**config.mk**
```make
export PLATFORM = sky130hd
export DESIGN_NAME = nrisc_fetch_unit
export DESIGN_NICKNAME = d
export VERILOG_FILES = /design/src/rtl/nrisc_fetch_unit.sv
export SDC_FILE = /design/constraint.sdc
export NUM_CORES = 1
export LEC_CHECK = 0
export CORE_MARGIN = 2
export CORE_UTILIZATION = 25
export CTS_BUF_LIST = sky130_fd_sc_hd__clkbuf_2 sky130_fd_sc_hd__clkbuf_4 sky130_fd_sc_hd__clkbuf_8
export DETAILED_ROUTE_END_ITERATION = 16
export HOLD_SLACK_MARGIN = 0.06
export PLACE_DENSITY = 0.45
export SLEW_MARGIN = 15
export SYNTH_ARGS = -nofsm -noshare
export SYNTH_HDL_FRONTEND = slang
export SYNTH_SLANG_ARGS = --single-unit
```
**constraint.sdc**
```tcl
create_clock -name clk -period 2.9 [get_ports clk]
set_input_delay 0.58 -clock clk [delete_from_list [all_inputs] [get_ports clk]]
set_output_delay 0.58 -clock clk [all_outputs]
set_load 0.03 [all_outputs]
```
**src/rtl/nrisc_fetch_unit.sv**
```systemverilog
// NRISC instruction-fetch stage: owns the PC and the return-address stack, fetches
// 16-bit words over a req/ack handshake and hands them to the control unit.
module nrisc_fetch_unit #(
  parameter int unsigned ADDR_W      = 16,
  parameter int unsigned STACK_DEPTH = 8,
  parameter int unsigned RESET_PC    = 0
) (
  input  logic              clk,
  input  logic              rst,
  input  logic [1:0]        FETCH_PC_ctrl,
  input  logic              FETCH_PC_step,
  input  logic              FETCH_STACK_push,
  input  logic [ADDR_W-1:0] FETCH_jump_addr,
  output logic [ADDR_W-1:0] IMEM_addr,
  output logic              IMEM_req,
  input  logic              IMEM_ack,
  input  logic [15:0]       IMEM_data,
  output logic [15:0]       FETCH_InstructionOUT,
  output logic              FETCH_valid,
  output logic [ADDR_W-1:0] FETCH_PC,
  output logic              FETCH_stack_overflow,
  output logic              FETCH_stack_underflow
);

  localparam int unsigned PTR_W = $clog2(STACK_DEPTH);
  localparam int unsigned CNT_W = PTR_W + 1;
  localparam int unsigned INSN_W = 16;

  localparam logic [ADDR_W-1:0] RESET_ADDR = ADDR_W'(RESET_PC);
  localparam logic [CNT_W-1:0]  FULL_CNT   = CNT_W'(STACK_DEPTH);

  localparam logic [1:0] CTRL_NEXT = 2'd0;
  localparam logic [1:0] CTRL_HOLD = 2'd1;
  localparam logic [1:0] CTRL_JUMP = 2'd2;
  localparam logic [1:0] CTRL_RET  = 2'd3;

  typedef enum logic {
    ST_FETCH = 1'b0,
    ST_READY = 1'b1
  } state_e;

  state_e              state_q, state_d;
  logic [ADDR_W-1:0]   pc_q, pc_d;
  logic                req_q, req_d;
  logic                valid_q, valid_d;
  logic [INSN_W-1:0]   ir_q, ir_d;
  logic [CNT_W-1:0]    cnt_q, cnt_d;
  logic                ovf_q, ovf_d;
  logic                unf_q, unf_d;
  logic [ADDR_W-1:0]   stack_q [STACK_DEPTH];
  logic [ADDR_W-1:0]   stack_d [STACK_DEPTH];

  logic [ADDR_W-1:0]   pc_inc;
  logic [PTR_W-1:0]    push_idx;
  logic [PTR_W-1:0]    pop_idx;
  logic                refetch;

  // Next-state, datapath and stack update
  always_comb begin
    state_d  = state_q;
    pc_d     = pc_q;
    req_d    = req_q;
    valid_d  = valid_q;
    ir_d     = ir_q;
    cnt_d    = cnt_q;
    ovf_d    = ovf_q;
    unf_d    = unf_q;
    stack_d  = stack_q;
    refetch  = 1'b0;
    pc_inc   = pc_q + ADDR_W'(1);
    push_idx = cnt_q[PTR_W-1:0];
    pop_idx  = PTR_W'(cnt_q - CNT_W'(1));

    unique case (state_q)
      ST_FETCH: begin
        // req_q gates the ack so a response straggling in across reset is dropped
        if (req_q && IMEM_ack) begin
          ir_d    = IMEM_data;
          valid_d = 1'b1;
          req_d   = 1'b0;
          state_d = ST_READY;
        end else begin
          req_d = 1'b1;
        end
      end
      ST_READY: begin
        if (FETCH_PC_step) begin
          unique case (FETCH_PC_ctrl)
            CTRL_NEXT: begin
              pc_d    = pc_inc;
              refetch = 1'b1;
            end
            CTRL_HOLD: begin
              pc_d = pc_q;
            end
            CTRL_JUMP: begin
              if (FETCH_STACK_push) begin
                if (cnt_q < FULL_CNT) begin
                  stack_d[push_idx] = pc_inc;
                  cnt_d             = cnt_q + CNT_W'(1);
                end else begin
                  ovf_d = 1'b1;
                end
              end
              pc_d    = FETCH_jump_addr;
              refetch = 1'b1;
            end
            CTRL_RET: begin
              if (cnt_q != '0) begin
                pc_d  = stack_q[pop_idx];
                cnt_d = cnt_q - CNT_W'(1);
              end else begin
                unf_d = 1'b1;
              end
              refetch = 1'b1;
            end
            default: begin
              pc_d = pc_q;
            end
          endcase
        end
      end
      default: begin
        state_d = ST_FETCH;
      end
    endcase

    if (refetch) begin
      state_d = ST_FETCH;
      valid_d = 1'b0;
      req_d   = 1'b1;
    end
  end

  // State and datapath registers
  always_ff @(posedge clk or negedge rst) begin
    if (!rst) begin
      state_q <= ST_FETCH;
      pc_q    <= RESET_ADDR;
      req_q   <= 1'b0;
      valid_q <= 1'b0;
      ir_q    <= '0;
      cnt_q   <= '0;
      ovf_q   <= 1'b0;
      unf_q   <= 1'b0;
      for (int unsigned i = 0; i < STACK_DEPTH; i++) begin
        stack_q[i] <= '0;
      end
    end else begin
      state_q <= state_d;
      pc_q    <= pc_d;
      req_q   <= req_d;
      valid_q <= valid_d;
      ir_q    <= ir_d;
      cnt_q   <= cnt_d;
      ovf_q   <= ovf_d;
      unf_q   <= unf_d;
      for (int unsigned i = 0; i < STACK_DEPTH; i++) begin
        stack_q[i] <= stack_d[i];
      end
    end
  end

  assign IMEM_addr             = pc_q;
  assign IMEM_req              = req_q;
  assign FETCH_PC              = pc_q;
  assign FETCH_InstructionOUT  = ir_q;
  assign FETCH_valid           = valid_q;
  assign FETCH_stack_overflow  = ovf_q;
  assign FETCH_stack_underflow = unf_q;

endmodule

```
==> results.txt, run 1 <==
Clk sinks: 169
PwrDens: 923 nW/um^2
Final Setup Violations: 0
WP buf/inv: 1
Drt wl/cell: 17.2 um
Root buf cell: clkbuf_8
Worst-Skew Late Latency: 460 ps
Final HPWL DP: 13200 um
Asr flop ratio synth: 100%
Finished Core Util: 31.3%
Crit start category: register
Placed instance count: 1153
CTS hold repair buffers: 0
Post-CTS setup buffers: 0
Clk buf depth: 2
Critical-path top delay cell: clkdlybuf4s50_1
Max VDD drop: 0.000392 V
Met1 usage: 19.5%
Number of buffers added on ports: 90
Tot GR Track Use: 13.1%
Die Ht: 180 um
Sequential area share after synthesis: 54.7%
Fin crit share: 79.8%
Final-report max-slew violation count: 0
Library cells used by synthesis: 43
Vias in the first global route: 5575
CP endpoint kind: output pin
Mean Syn Cell Area: 11.2 sq um
Post-Synthesis Cells: 693
Fmax: 432 MHz
Finished Layout Cells: 1185
Die Wd: 180 um
Met3 usage: 3.00%
# DRC: 0
Top Family by Delay on Critical Path: buffers and inverters
R2r setup slk: 670 ps
DR iter-0 viols: 271
Area growth, synth to finish: 23.4%
DR vias/cell: 4.57
Ant diodes: 0
Syn nets: 736
Grt total ovfl: 0
Max_slew headroom: 44.2%
Fin crit period: 2310 ps
Seq cells post-synth: 169
FP Rows: 64
CTS H-tree depth: 4
Final WL: 20400 um
Layout net count: 819
Layout cells sized above 1: 17.5%
Die area: 32400 sq um
MaxCap Viol Count: 0
Clock skew: 28.1 ps
Largest net degree at the start of global routing: 59
Mapped Area: 7740 sq um
Post_cts resized: 0
RSZ-0062 raised after global routing: no
CP max FO: 8
CP Class: register to output pin
Worst path required time: 2320 ps
Clock Pin Slew Worst Setup and Hold Paths: 110 ps
GR peak layer: met1
Status: completed
Antenna viol nets, final: 0
Leakage: 4.05 nW
Min-delay worst type: input port to async pin
Via count: 5413
Crit path DAT: 1730 ps
Final hold vios: 0
Starting Density: 25.4%
Synth Warn #: 0
Post-synth EDFFs: 0
Measured slew at the worst slew-check pin: 831 ps
Crit-path cells: clkdlybuf4s50_1
CTS tree: built
Setup TNS Final: 0 ps
Initial antenna violation count: 0
CTS buffer count: 17
TritonRoute pass-1 iters: 4
GPL Wtd Cong: 0.697
GR Layer Usage met2: 19.1%
Core Area: 30500 sq um
CP peak stage delay: 730 ps
Pwr Total: 0.00881 W
Boundary pin count: 91
First-pass GRT wire length: 32900 um
Synth Flop Type: dfrtp_1
[layout make-up]
class / instances / area, sq um
fill: 3182 / 21000
sequential: 169 / 4230
multi-input combinational: 451 / 3140
timing repair buffer: 126 / 1230
tap: 396 / 495
clock buffer: 19 / 249
clock inverter: 13 / 156
inverter: 11 / 41.3
[power breakdown]
part / internal [W] / total [W] / switching, W / leakage, nW
Clock: 0.000814 / 0.00176 / 0.000947 / 0.212
Sequential: 0.00274 / 0.00313 / 0.000397 / 2.23
Combinational: 0.00161 / 0.00392 / 0.00231 / 1.61
[per-layer routing]
layer	share of wire, %	wire [um]
met1	51	10400
met4	0.75	152
met3	5.6	1140
met5	0	0
met2	42	8670
[cell families after synthesis]
group / synth area share, %
buffers and inverters: 4.75
and+or+nand+nor: 11.6
muxes: 13.3
AOI/OAI and AO/OA: 12.8
adders and majority gates: 0.647
xor gates and xnor gates: 2.23
DFF: 54.7
[cells in the mapped netlist, types with 4 or more instances]
cell type	n	share of area [%]
a21oi_1	64	4.1
a22oi_1	15	1.5
ha_1	4	0.65
inv_1	11	0.53
mux2i_1	4	0.52
and2_1	4	0.32
xnor2_1	12	1.4
nor3_1	4	0.26
xor2_1	4	0.45
nor2_1	75	3.6
mux2_2	24	3.5
buf_4	18	1.7
nand3_1	8	0.52
dfrtp_1	169	55
o2111ai_1	9	1.0
buf_2	21	1.4
o21ai_0	60	3.9
clkbuf_1	23	1.1
a31oi_1	6	0.49
o21a_1	11	1.1
mux4_2	32	9.3
nand2_1	87	4.2
[through the flow]
step	worst slack, ps	cell area [sq um]	hold slack [ps]
floorplan	580	7740	284
global placement	332	9150	456
detailed placement	281	9150	452
CTS	546	9550	103
global route	473	9550	110
finish	585	9550	95.2
[flip-flops by register name, indices dropped and copies added, names as in the netlist, 4 cells and up]
register,cells
FETCH_InstructionOUT,16
stack_q,128
FETCH_PC,16
cnt_q,4
[path summary, 6_finish.rpt]
path	startpoint	to	cells past startpoint
setup / recovery	FETCH_PC[2]	FETCH_PC[2]	1
hold / removal	rst	FETCH_InstructionOUT[9]	1
setup reg to reg	cnt_q[1]	FETCH_PC[7]	7
hold reg to reg	FETCH_stack_underflow	FETCH_stack_underflow	1
max in group asynchronous	rst	stack_q[99]	2
min in group clk	FETCH_stack_underflow	FETCH_stack_underflow	1
[cells in the final DEF (no fill, tap or decap), types with 3 or more instances in the layout]
cell type and count:
dfrtp_1 168, clkdlybuf4s50_1 89, nand2_1 87, nor2_1 74, a21oi_1 64, o21ai_0 60
mux4_2 32, buf_4 31, mux2_2 24, clkbuf_8 17, a22oi_1 15, xnor2_1 12
inv_1 11, o21a_1 11, o2111ai_1 9, nand3_1 8, a31oi_1 6, buf_12 5
and2_1 4, xor2_1 4, mux2i_1 4, nor3_1 4, ha_1 4, inv_6 4
inv_8 3
Note: power is estimated with default switching activity, not from simulation.
==> run 2, diff against run 1 <==
--- a/config.mk
+++ b/config.mk
@@ -10,7 +10,7 @@
 export CTS_BUF_LIST = sky130_fd_sc_hd__clkbuf_2 sky130_fd_sc_hd__clkbuf_4 sky130_fd_sc_hd__clkbuf_8
 export DETAILED_ROUTE_END_ITERATION = 16
 export HOLD_SLACK_MARGIN = 0.06
-export PLACE_DENSITY = 0.45
+export PLACE_DENSITY = 0.46
 export SLEW_MARGIN = 15
 export SYNTH_ARGS = -nofsm -noshare
 export SYNTH_HDL_FRONTEND = slang
==> constraint.sdc (replaced) <==
create_clock -name clk -period 2 [get_ports clk]
set_input_delay 0.4 -clock clk [delete_from_list [all_inputs] [get_ports clk]]
set_output_delay 0.4 -clock clk [all_outputs]
set_load 0.03 [all_outputs]
==> results.txt, run 2 (synthesis gave the netlist of run 1 again) <==
Die Ht: 180 um
Crit-path cells: inv_2 > buf_4 > ha_1 > xnor2_1 > nor2b_2 > buf_12 > buf_12 > a22oi_1 > a31oi_1
Final hold vios: 0
Root buf cell: clkbuf_8
CTS buffer count: 17
Critical-path top delay cell: dfrtp_2
CP max FO: 11
Measured slew at the worst slew-check pin: 514 ps
Layout cells sized above 1: 22.9%
Clock Pin Slew Worst Setup and Hold Paths: 110 ps
DR iter-0 viols: 234
Die area: 32400 sq um
Min-delay worst type: input port to async pin
CTS tree: built
Clk buf depth: 2
Starting Density: 25.4%
Clk sinks: 169
Final-report max-slew violation count: 0
Via count: 5537
TritonRoute pass-1 iters: 4
CP endpoint kind: register
Fin crit share: 97.5%
Most flops, register: stack_q
Max_slew headroom: 65.6%
DR vias/cell: 4.52
Layout net count: 860
Worst path required time: 2360 ps
Vias in the first global route: 5753
# DRC: 0
Finished Core Util: 32.9%
FP Rows: 64
Post-CTS setup buffers: 0
Crit path DAT: 2300 ps
Ant diodes: 0
R2R depth: 9
GPL Wtd Cong: 0.709
Status: completed
Worst hold slack: 404 ps
CTS H-tree depth: 4
Boundary pin count: 91
Fin crit period: 1950 ps
Worst-Skew Late Latency: 470 ps
Initial antenna violation count: 0
Crit start category: register
Die Wd: 180 um
Fmax: 513 MHz
CP Class: register to register
Most frequent cells in the layout: dfrtp_1, nand2_1, nor2_1, a21oi_1, o21ai_0
Antenna viol nets, final: 0
Final setup margin: 50.9 ps
Area growth, synth to finish: 29.6%
Place WS: -210 ps
First-pass GRT wire length: 33500 um
Final WL: 20600 um
Clock skew: 22.9 ps
Tot GR Track Use: 13.2%
MaxCap Viol Count: 0
Final HPWL DP: 14000 um
Flip-flop count of the largest register after layout: 128
CP peak stage delay: 390 ps
Final Setup Violations: 0
Drt wl/cell: 16.8 um
Grt total ovfl: 0
Largest net degree at the start of global routing: 39
Max VDD drop: 0.000706 V
Most common cell after layout, fill and taps aside: dfrtp_1
PwrDens: 1310 nW/um^2
Number of buffers added on ports: 90
Leakage: 4.32 nW
Most frequent CP cell: buf_12
Core Area: 30500 sq um
run 2: cell types whose count changed in the layout (fill, tap and decap cells not counted), moves of 3 or more:
cell             previous run  this run
inv_8                       3         0
buf_12                      5        18
clkinvlp_4                  0         3
dlygate4sd2_1               0        29
clkdlybuf4s50_1            89        56
a22oi_1                    15         6
buf_4                      31        57
a22oi_2                     0         9
dlymetal6s2s_1              0         3
run 2: metal layers:
metal,up-vias,global-route usage (%),wire length (um)
li1,2684,-,-
met4,0,2.86,149
met2,120,19.0,8670
met5,-,0,0
met1,2721,19.9,10600
met3,12,3.12,1170
run 2: through the flow:
step                      cell area (sq um)  std cells  setup TNS (ps)  power (W)
after floorplan                        7760        693               0    0.00822
after global routing                  10000       1225          -0.900     0.0139
after CTS                              9970       1225               0     0.0132
final                                 10000       1225               0     0.0131
after global placement                 9610       1193          -16070     0.0109
after detailed placement               9610       1193          -19460     0.0110
run 2: path summary, 6_finish.rpt:
kind	start	slack, ps	endpoint
max reg2reg	cnt_q[0]	50	FETCH_PC[4]
min reg2reg	FETCH_stack_underflow	460	FETCH_stack_underflow
min in group clk	FETCH_stack_underflow	460	FETCH_stack_underflow
max in group asynchronous	rst	990	stack_q[119]
max	cnt_q[0]	50	FETCH_PC[4]
min	rst	400	FETCH_InstructionOUT[10]
run 2: worst max-delay path: cells and delay by family, from the launching register on:
kind | cells | cell delay (ps)
and+or+nand+nor | 1 | 180
AOI/OAI and AO/OA | 2 | 420
adders and majority gates | 1 | 220
xor gates and xnor gates | 1 | 140
DFF | 1 | 390
buffers and inverters | 4 | 490
run 2: cell type report:
class | count | area (sq um)
inverter | 11 | 41.3
clock buffer | 19 | 255
tap | 396 | 495
sequential | 169 | 4230
fill | 3116 | 20500
clock inverter | 12 | 111
timing repair buffer | 167 | 1680
multi-input combinational | 451 | 3210
run 2: what timing repair did:
action,CTS,global route
hold buffers,1,0
hold endpoints to repair,28,0
gates resized for setup,34,14
endpoints found under the setup margin,34,18
pin swaps,0,1
run 2: power by group:
group | switching, W | internal [W] | total (W)
clock network | 0.00136 | 0.00104 | 0.00240
logic | 0.00357 | 0.00267 | 0.00624
registers | 0.000481 | 0.00397 | 0.00445
total | 0.00541 | 0.00768 | 0.0131
